<file path="src/rtl/dmem_bus_adapter.sv">
// -----------------------------------------------------------------------------
// dmem_bus_adapter
//
// Bridges a core's single-cycle data-memory request onto a valid/ready word
// bus with a separate read-data return (rvalid). Byte and half accesses are
// turned into byte enables plus lane-replicated store data. Load data is
// shifted down and zero-extended before it reaches the core. Misaligned
// half/word accesses are rejected in the request cycle and never reach the bus.
//
// Optional feature (compile-time macro DMEM_BUS_TIMEOUT_EN):
//   When the macro is defined, a transaction that spends TIMEOUT_CYCLES cycles
//   in REQ+WAIT_RD is abandoned. The FSM goes to DONE with zero load data and
//   core_err_o pulses. Without the macro, waits are unbounded and core_err_o
//   is tied low.
//
// Ports
//   clk_i, reset_ni     clock, asynchronous active-low reset
//   core_req_i          access requested this cycle
//   core_we_i           1 = store, 0 = load
//   core_addr_i[31:0]   byte address
//   core_size_i[1:0]    0 = byte, 1 = half, 2/3 = word
//   core_wdata_i[31:0]  store data, LSB-justified
//   core_rdata_o[31:0]  load data, LSB-justified, zero-extended, held
//   core_stall_o        hold the core pipeline
//   core_misaligned_o   misaligned access pulse (request cycle)
//   core_err_o          bus timeout pulse (DONE cycle of an aborted access)
//   bus_valid_o/ready_i request handshake
//   bus_we_o            write
//   bus_addr_o[31:0]    word address (bits [1:0] = 0)
//   bus_be_o[3:0]       byte enables
//   bus_wdata_o[31:0]   lane-replicated store data
//   bus_rdata_i[31:0]   read data, valid with bus_rvalid_i
// -----------------------------------------------------------------------------
module dmem_bus_adapter #(
    parameter int unsigned TIMEOUT_CYCLES = 255
) (
    input  logic        clk_i,
    input  logic        reset_ni,
    input  logic        core_req_i,
    input  logic        core_we_i,
    input  logic [31:0] core_addr_i,
    input  logic [1:0]  core_size_i,
    input  logic [31:0] core_wdata_i,
    output logic [31:0] core_rdata_o,
    output logic        core_stall_o,
    output logic        core_misaligned_o,
    output logic        core_err_o,
    output logic        bus_valid_o,
    input  logic        bus_ready_i,
    output logic        bus_we_o,
    output logic [31:0] bus_addr_o,
    output logic [3:0]  bus_be_o,
    output logic [31:0] bus_wdata_o,
    input  logic [31:0] bus_rdata_i,
    input  logic        bus_rvalid_i
);

    typedef enum logic [1:0] {
        IDLE    = 2'd0,
        REQ     = 2'd1,
        WAIT_RD = 2'd2,
        DONE    = 2'd3
    } state_t;

    state_t     state;
    state_t     state_next;

    logic [1:0] size_q;      // access size of the transaction in flight
    logic [1:0] off_q;       // byte offset within the word
    logic       misaligned;  // current core request breaks natural alignment
    logic       accept;      // IDLE takes the core request this cycle
    logic       timeout;     // wait budget exhausted this cycle
    logic       abort;       // leaving for DONE because of timeout

    // A zero budget would abandon every transaction in its first cycle.
    if (TIMEOUT_CYCLES == 0) begin : g_bad_timeout
        $error("TIMEOUT_CYCLES must be nonzero");
    end

    function automatic logic is_misaligned(input logic [1:0] size, input logic [1:0] off);
        case (size)
            2'd0:    is_misaligned = 1'b0;
            2'd1:    is_misaligned = off[0];
            default: is_misaligned = (off != 2'd0);
        endcase
    endfunction

    function automatic logic [3:0] lane_be(input logic [1:0] size, input logic [1:0] off);
        case (size)
            2'd0:    lane_be = 4'b0001 << off;
            2'd1:    lane_be = 4'b0011 << off;
            default: lane_be = 4'b1111;
        endcase
    endfunction

    function automatic logic [31:0] lane_wdata(input logic [1:0] size, input logic [31:0] data);
        case (size)
            2'd0:    lane_wdata = {4{data[7:0]}};
            2'd1:    lane_wdata = {2{data[15:0]}};
            default: lane_wdata = data;
        endcase
    endfunction

    function automatic logic [31:0] lane_rdata(input logic [1:0] size, input logic [1:0] off,
                                               input logic [31:0] data);
        logic [31:0] shifted;
        shifted = data >> {off, 3'b000};
        case (size)
            2'd0:    lane_rdata = {24'b0, shifted[7:0]};
            2'd1:    lane_rdata = {16'b0, shifted[15:0]};
            default: lane_rdata = shifted;
        endcase
    endfunction

    assign misaligned = is_misaligned(core_size_i, core_addr_i[1:0]);
    assign accept     = (state == IDLE) && core_req_i && !misaligned;

    // The request-cycle terms depend on core_req_i, which may be active while
    // reset is held; gating with reset_ni keeps the outputs low during reset.
    assign core_stall_o      = reset_ni && (accept || (state == REQ) || (state == WAIT_RD));
    assign core_misaligned_o = reset_ni && (state == IDLE) && core_req_i && misaligned;
    assign bus_valid_o       = (state == REQ);

`ifdef DMEM_BUS_TIMEOUT_EN
    localparam int unsigned CNT_W = (TIMEOUT_CYCLES > 1) ? $clog2(TIMEOUT_CYCLES) : 1;

    logic [CNT_W-1:0] wait_cnt;
    logic             err_q;

    // wait_cnt counts completed cycles in REQ/WAIT_RD, so the cycle that sees
    // TIMEOUT_CYCLES-1 is the last one allowed.
    assign timeout = ((state == REQ) || (state == WAIT_RD)) &&
                     (wait_cnt == CNT_W'(TIMEOUT_CYCLES - 1));

    always_ff @(posedge clk_i or negedge reset_ni) begin
        if (!reset_ni) begin
            wait_cnt <= '0;
            err_q    <= 1'b0;
        end else begin
            if (accept) begin
                wait_cnt <= '0;
            end else if ((state == REQ) || (state == WAIT_RD)) begin
                wait_cnt <= wait_cnt + 1'b1;
            end
            // abort is a single-cycle event, so err_q is high only in DONE.
            err_q <= abort;
        end
    end

    assign core_err_o = err_q;
`else
    assign timeout    = 1'b0;
    assign core_err_o = 1'b0;
`endif

    always_comb begin
        state_next = state;
        abort      = 1'b0;
        case (state)
            IDLE: begin
                if (accept) begin
                    state_next = REQ;
                end
            end
            REQ: begin
                // A completed store is reported as success even on the last
                // budget cycle; an accepted load still needs its data in time.
                if (bus_ready_i && bus_we_o) begin
                    state_next = DONE;
                end else if (timeout) begin
                    state_next = DONE;
                    abort      = 1'b1;
                end else if (bus_ready_i) begin
                    state_next = WAIT_RD;
                end
            end
            WAIT_RD: begin
                if (bus_rvalid_i) begin
                    state_next = DONE;
                end else if (timeout) begin
                    state_next = DONE;
                    abort      = 1'b1;
                end
            end
            DONE: begin
                state_next = IDLE;
            end
            default: begin
                state_next = IDLE;
            end
        endcase
    end

    always_ff @(posedge clk_i or negedge reset_ni) begin
        if (!reset_ni) begin
            state        <= IDLE;
            bus_we_o     <= 1'b0;
            bus_addr_o   <= '0;
            bus_be_o     <= '0;
            bus_wdata_o  <= '0;
            size_q       <= '0;
            off_q        <= '0;
            core_rdata_o <= '0;
        end else begin
            state <= state_next;

            // Bus fields are registered at accept so they stay stable through REQ.
            if (accept) begin
                bus_we_o    <= core_we_i;
                bus_addr_o  <= {core_addr_i[31:2], 2'b00};
                bus_be_o    <= lane_be(core_size_i, core_addr_i[1:0]);
                bus_wdata_o <= lane_wdata(core_size_i, core_wdata_i);
                size_q      <= core_size_i;
                off_q       <= core_addr_i[1:0];
            end

            if ((state == WAIT_RD) && bus_rvalid_i) begin
                core_rdata_o <= lane_rdata(size_q, off_q, bus_rdata_i);
            end else if (abort) begin
                core_rdata_o <= '0;
            end
        end
    end

endmodule

</file>
<file path="config.mk">
export PLATFORM = sky130hd
export DESIGN_NAME = dmem_bus_adapter
export DESIGN_NICKNAME = d
export VERILOG_FILES = /design/src/rtl/dmem_bus_adapter.sv
export SDC_FILE = /design/constraint.sdc
export NUM_CORES = 1
export LEC_CHECK = 0
export BUFFER_PORTS_ARGS = -buffer_cell sky130_fd_sc_hd__buf_4
export CAP_MARGIN = 10
export CELL_PAD_IN_SITES_DETAIL_PLACEMENT = 1
export CELL_PAD_IN_SITES_GLOBAL_PLACEMENT = 1
export CORE_MARGIN = 5
export CORE_UTILIZATION = 30
export CTS_BUF_LIST = sky130_fd_sc_hd__clkbuf_16
export DETAILED_ROUTE_END_ITERATION = 10
export PLACE_DENSITY_LB_ADDON = 0.1
export REMOVE_ABC_BUFFERS = 1
export SLEW_MARGIN = 5
export SYNTH_ARGS = -nofsm -noshare
export SYNTH_HDL_FRONTEND = slang
export SYNTH_SLANG_ARGS = --single-unit
</file>
<file path="constraint.sdc">
create_clock -name clk_i -period 1.5 [get_ports clk_i]
set_input_delay 0.15 -clock clk_i [delete_from_list [all_inputs] [get_ports clk_i]]
set_output_delay 0.15 -clock clk_i [all_outputs]
set_load 0.01 [all_outputs]
</file>
==> summary.md <==
| Metric | Value |
|---|---|
| Clk slew on worst S/H paths | 0.07 ns |
| CTS tree | done |
| Vias | 4162 |
| Multi-input logic area | 2280 um2 |
| Clock Sinks | 105 |
| WL final | 16400 um |
| Proportion of layout cells with a drive suffix above 1 | 51.1% |
| Nets | 774 |
| Die Area | 19500 um2 |
| ANT nets after route | 0 |
| Max Cap Viol | 0 |
| Total power | 0.0140 W |
| Dpl cell area | 7030 um2 |
| Worst EP required | 1.35 ns |
| Crit path time final | 1.72 ns |
| First-pass GRT wire length | 26500 um |
| CP Capture Type | output pin |
| Unique cell type count in the Yosys netlist | 40 |
| PD cells | 1830 nW/um2 |
| Initial Utilization | 30.5% |
| Number of synthesized flops with an enable pin | 0 |
| Switching pwr | 0.00483 W |
| Peak supply drop | 786 uV |
| Slew HR | 42.8% |
| Main area contributors after synthesis | dfrtp_1 (52%), mux2_4 (12%), mux2i_1 (8.1%) |
| Crit-path slowest cell | dfrtp_1 |
| Slew Limit Fails | 0 |
| Initial antenna violation count | 0 |
| Combinational power share | 49.5% |
| Die height | 140 um |
| Setup TNS | -10.50 ns |
| Worst Skew | 0.00509 ns |
| Sequential Power Share | 35.2% |
| M1 GR Usage | 21.0% |
| Die X | 140 um |
| Top_reg_cell synth | dfrtp_1 |
| P_int | 0.00913 W |
| Max frequency | 582 MHz |
| Slowest stage delay, CP | 0.40 ns |
| Global routing usage on met2 | 28.2% |
| CP Cell Sequence | inv_2 -> ha_4 -> and2_4 -> o21ai_4 -> buf_12 -> a21boi_2 -> buf_4 |
| Post-Syn Area | 5040 um2 |
| Worst hold slack | 0.0298 ns |
| Sw frac | 34.6% |
| Area leader, netlist | dfrtp_1 |
| Leading cell type in the layout, fill and taps excluded | buf_4 |
| Worst slew pin tran | 0.856 ns |
| Layout fillers | 1832 |
| Global placer's final weighted congestion | 0.765 |
| Longest Clk Path Bufs | 2 |
| Top cell type's share of synthesized area | 52.2% |
| Synth async-reset ratio | 100% |
| Register area | 2630 um2 |
| Site Rows | 47 |
| Clock Tree Root | clkbuf_16 |
| Top Usage Layer GRT | met2 |
| Met3 Usage GRT | 6.00% |
| Post-route DRC violation count | 0 |
| Worst Path Max Fanout | 2 |
| DP Worst Slack | -0.228 ns |
| Avg Synthesized Cell Area | 11.8 um2 |
| Pin count of the biggest net entering global routing | 89 |
| Core Region | 16500 um2 |
| GRT Overall Usage | 17.0% |
| Skew-Pair Late Insertion Delay | 0.35 ns |
| CP Class | reg2out |
| Drt wl/cell | 18.5 um |
| Starting DRC count in detailed routing | 153 |
| DR pass1 iterations | 4 |
| P_leak | 3.92 nW |
| TritonCTS buffer count | 9 |
| Fin area | 7630 um2 |
| Status | finished with violations |
| I/O Pins | 209 |
| Power share of the clock group | 15.3% |
| Final setup violation count | 88 |
| Final setup margin | -0.219 ns |
| Hold violation total from the final report | 0 |
| HP Class | in2reg |
| Vias in the first global route | 4793 |
| WP data arrival | 1.57 ns |
| Port buffer count | 205 |
| Htree depth | 3 |
| Post-DP HPWL | 12000 um |
| #FFs+latches synth | 105 |
| Failing checks | negative setup slack |
| Vias per cell | 4.68 |
| RSZ-0062 raised after global routing | true |
| N_diodes | 0 |
| Total gr overflow | 0 |
| Crit path launch type | register |
| Commonest cells after routing, fill and taps aside | buf_4 (236), dfrtp_1 (105), nand2_1 (48) |
| Area grow syn2layout | 51.5% |
| Post-Syn Instances | 426 |
| Synth warn | 0 |
| Final worst-path cycle share | 115% |
| Sequential share of the synthesized area | 52.2% |
[Yosys cell counts (8+ instances only)]
cell type,instances
a21oi_1,27
a22o_1,8
buf_2,14
buf_6,8
dfrtp_1,105
mux2_2,10
mux2_4,39
mux2i_1,41
nand2_1,50
nor2_1,20
o21ai_0,46
[cells by family (layout without fill, tap and decap cells)]
logic type | count (synthesis) | in the layout | share of synthesized area, %
compound gates | 97 | 97 | 11.5
mux | 91 | 91 | 22.2
other cells | 1 | 3 | 0.0745
flops | 105 | 105 | 52.2
buf+inv | 36 | 277 | 4.55
simple gates | 92 | 92 | 8.50
fa+ha+maj | 4 | 4 | 0.994
[per-stage QoR]
step	util (%)	cells
2_1_floorplan	-	398
3_3_place_gp	42.6	861
3_5_place_dp	42.6	861
4_1_cts	45.9	888
5_1_grt	46.2	889
6_report	46.2	889
[power by group through the flow]
| stage | registers, W | clock network, W | logic [W] |
|---|---|---|---|
| global placement | 0.00490 | 0 | 0.00635 |
| finish | 0.00491 | 0.00214 | 0.00691 |
| detailed placement | 0.00492 | 0 | 0.00655 |
| CTS | 0.00493 | 0.00222 | 0.00703 |
| floorplan | 0.00550 | 0 | 0.00238 |
| global route | 0.00509 | 0.00232 | 0.00751 |
[path summary, 6_finish.rpt]
check                               start        endpoint  slack (ns)  depth (start not counted)
setup / recovery                 state[1]    core_stall_o       -0.22                          7
hold / removal             core_addr_i[9]   bus_addr_o[9]        0.03                          2
setup reg to reg                 state[1]        state[0]       -0.21                          7
hold reg to reg               bus_be_o[0]     bus_be_o[0]        0.48                          1
max in group asynchronous        reset_ni  bus_wdata_o[2]        0.49                          2
min in group asynchronous        reset_ni        state[0]        0.44                          3
[routing by layer]
metal / wire (um) / vias to the layer above
li1: - / 1958
met4: 212 / 0
met1: 6950 / 2055
met3: 1390 / 12
met5: 0 / -
met2: 7870 / 137
[critical path: cells and delay by family (launching register included)]
family                   cells  cell delay (ns)
AND/OR/NAND/NOR              1             0.15
AO/OA/AOI/OAI                2             0.18
adder cells (fa/ha/maj)      1             0.14
flip-flops                   1             0.40
buffers and inverters        3             0.37
[repair_timing]
item	CTS	global route
cloned	5	0
hold endpoints to repair	17	0
hold buffers	2	0
pin swaps	2	1
setup endpoints to repair	87	106
setup buffers	6	1
gates resized for setup	31	11
[registers in the layout (all words and copies together), names as in the netlist]
name	flops
bus_wdata_o	32
state	2
off_q	2
core_rdata_o	32
bus_be_o	4
size_q	2
bus_we_o	1
bus_addr_o	30
[final cells by class]
cell class	instances	area share, %
sequential	105	34.4
clock inverter	5	0.344
inverter	6	0.295
timing repair buffer	257	28.5
multi-input combinational	287	29.9
tap	220	3.61
clock buffer	9	2.95
(Power assumes the default switching activity.)
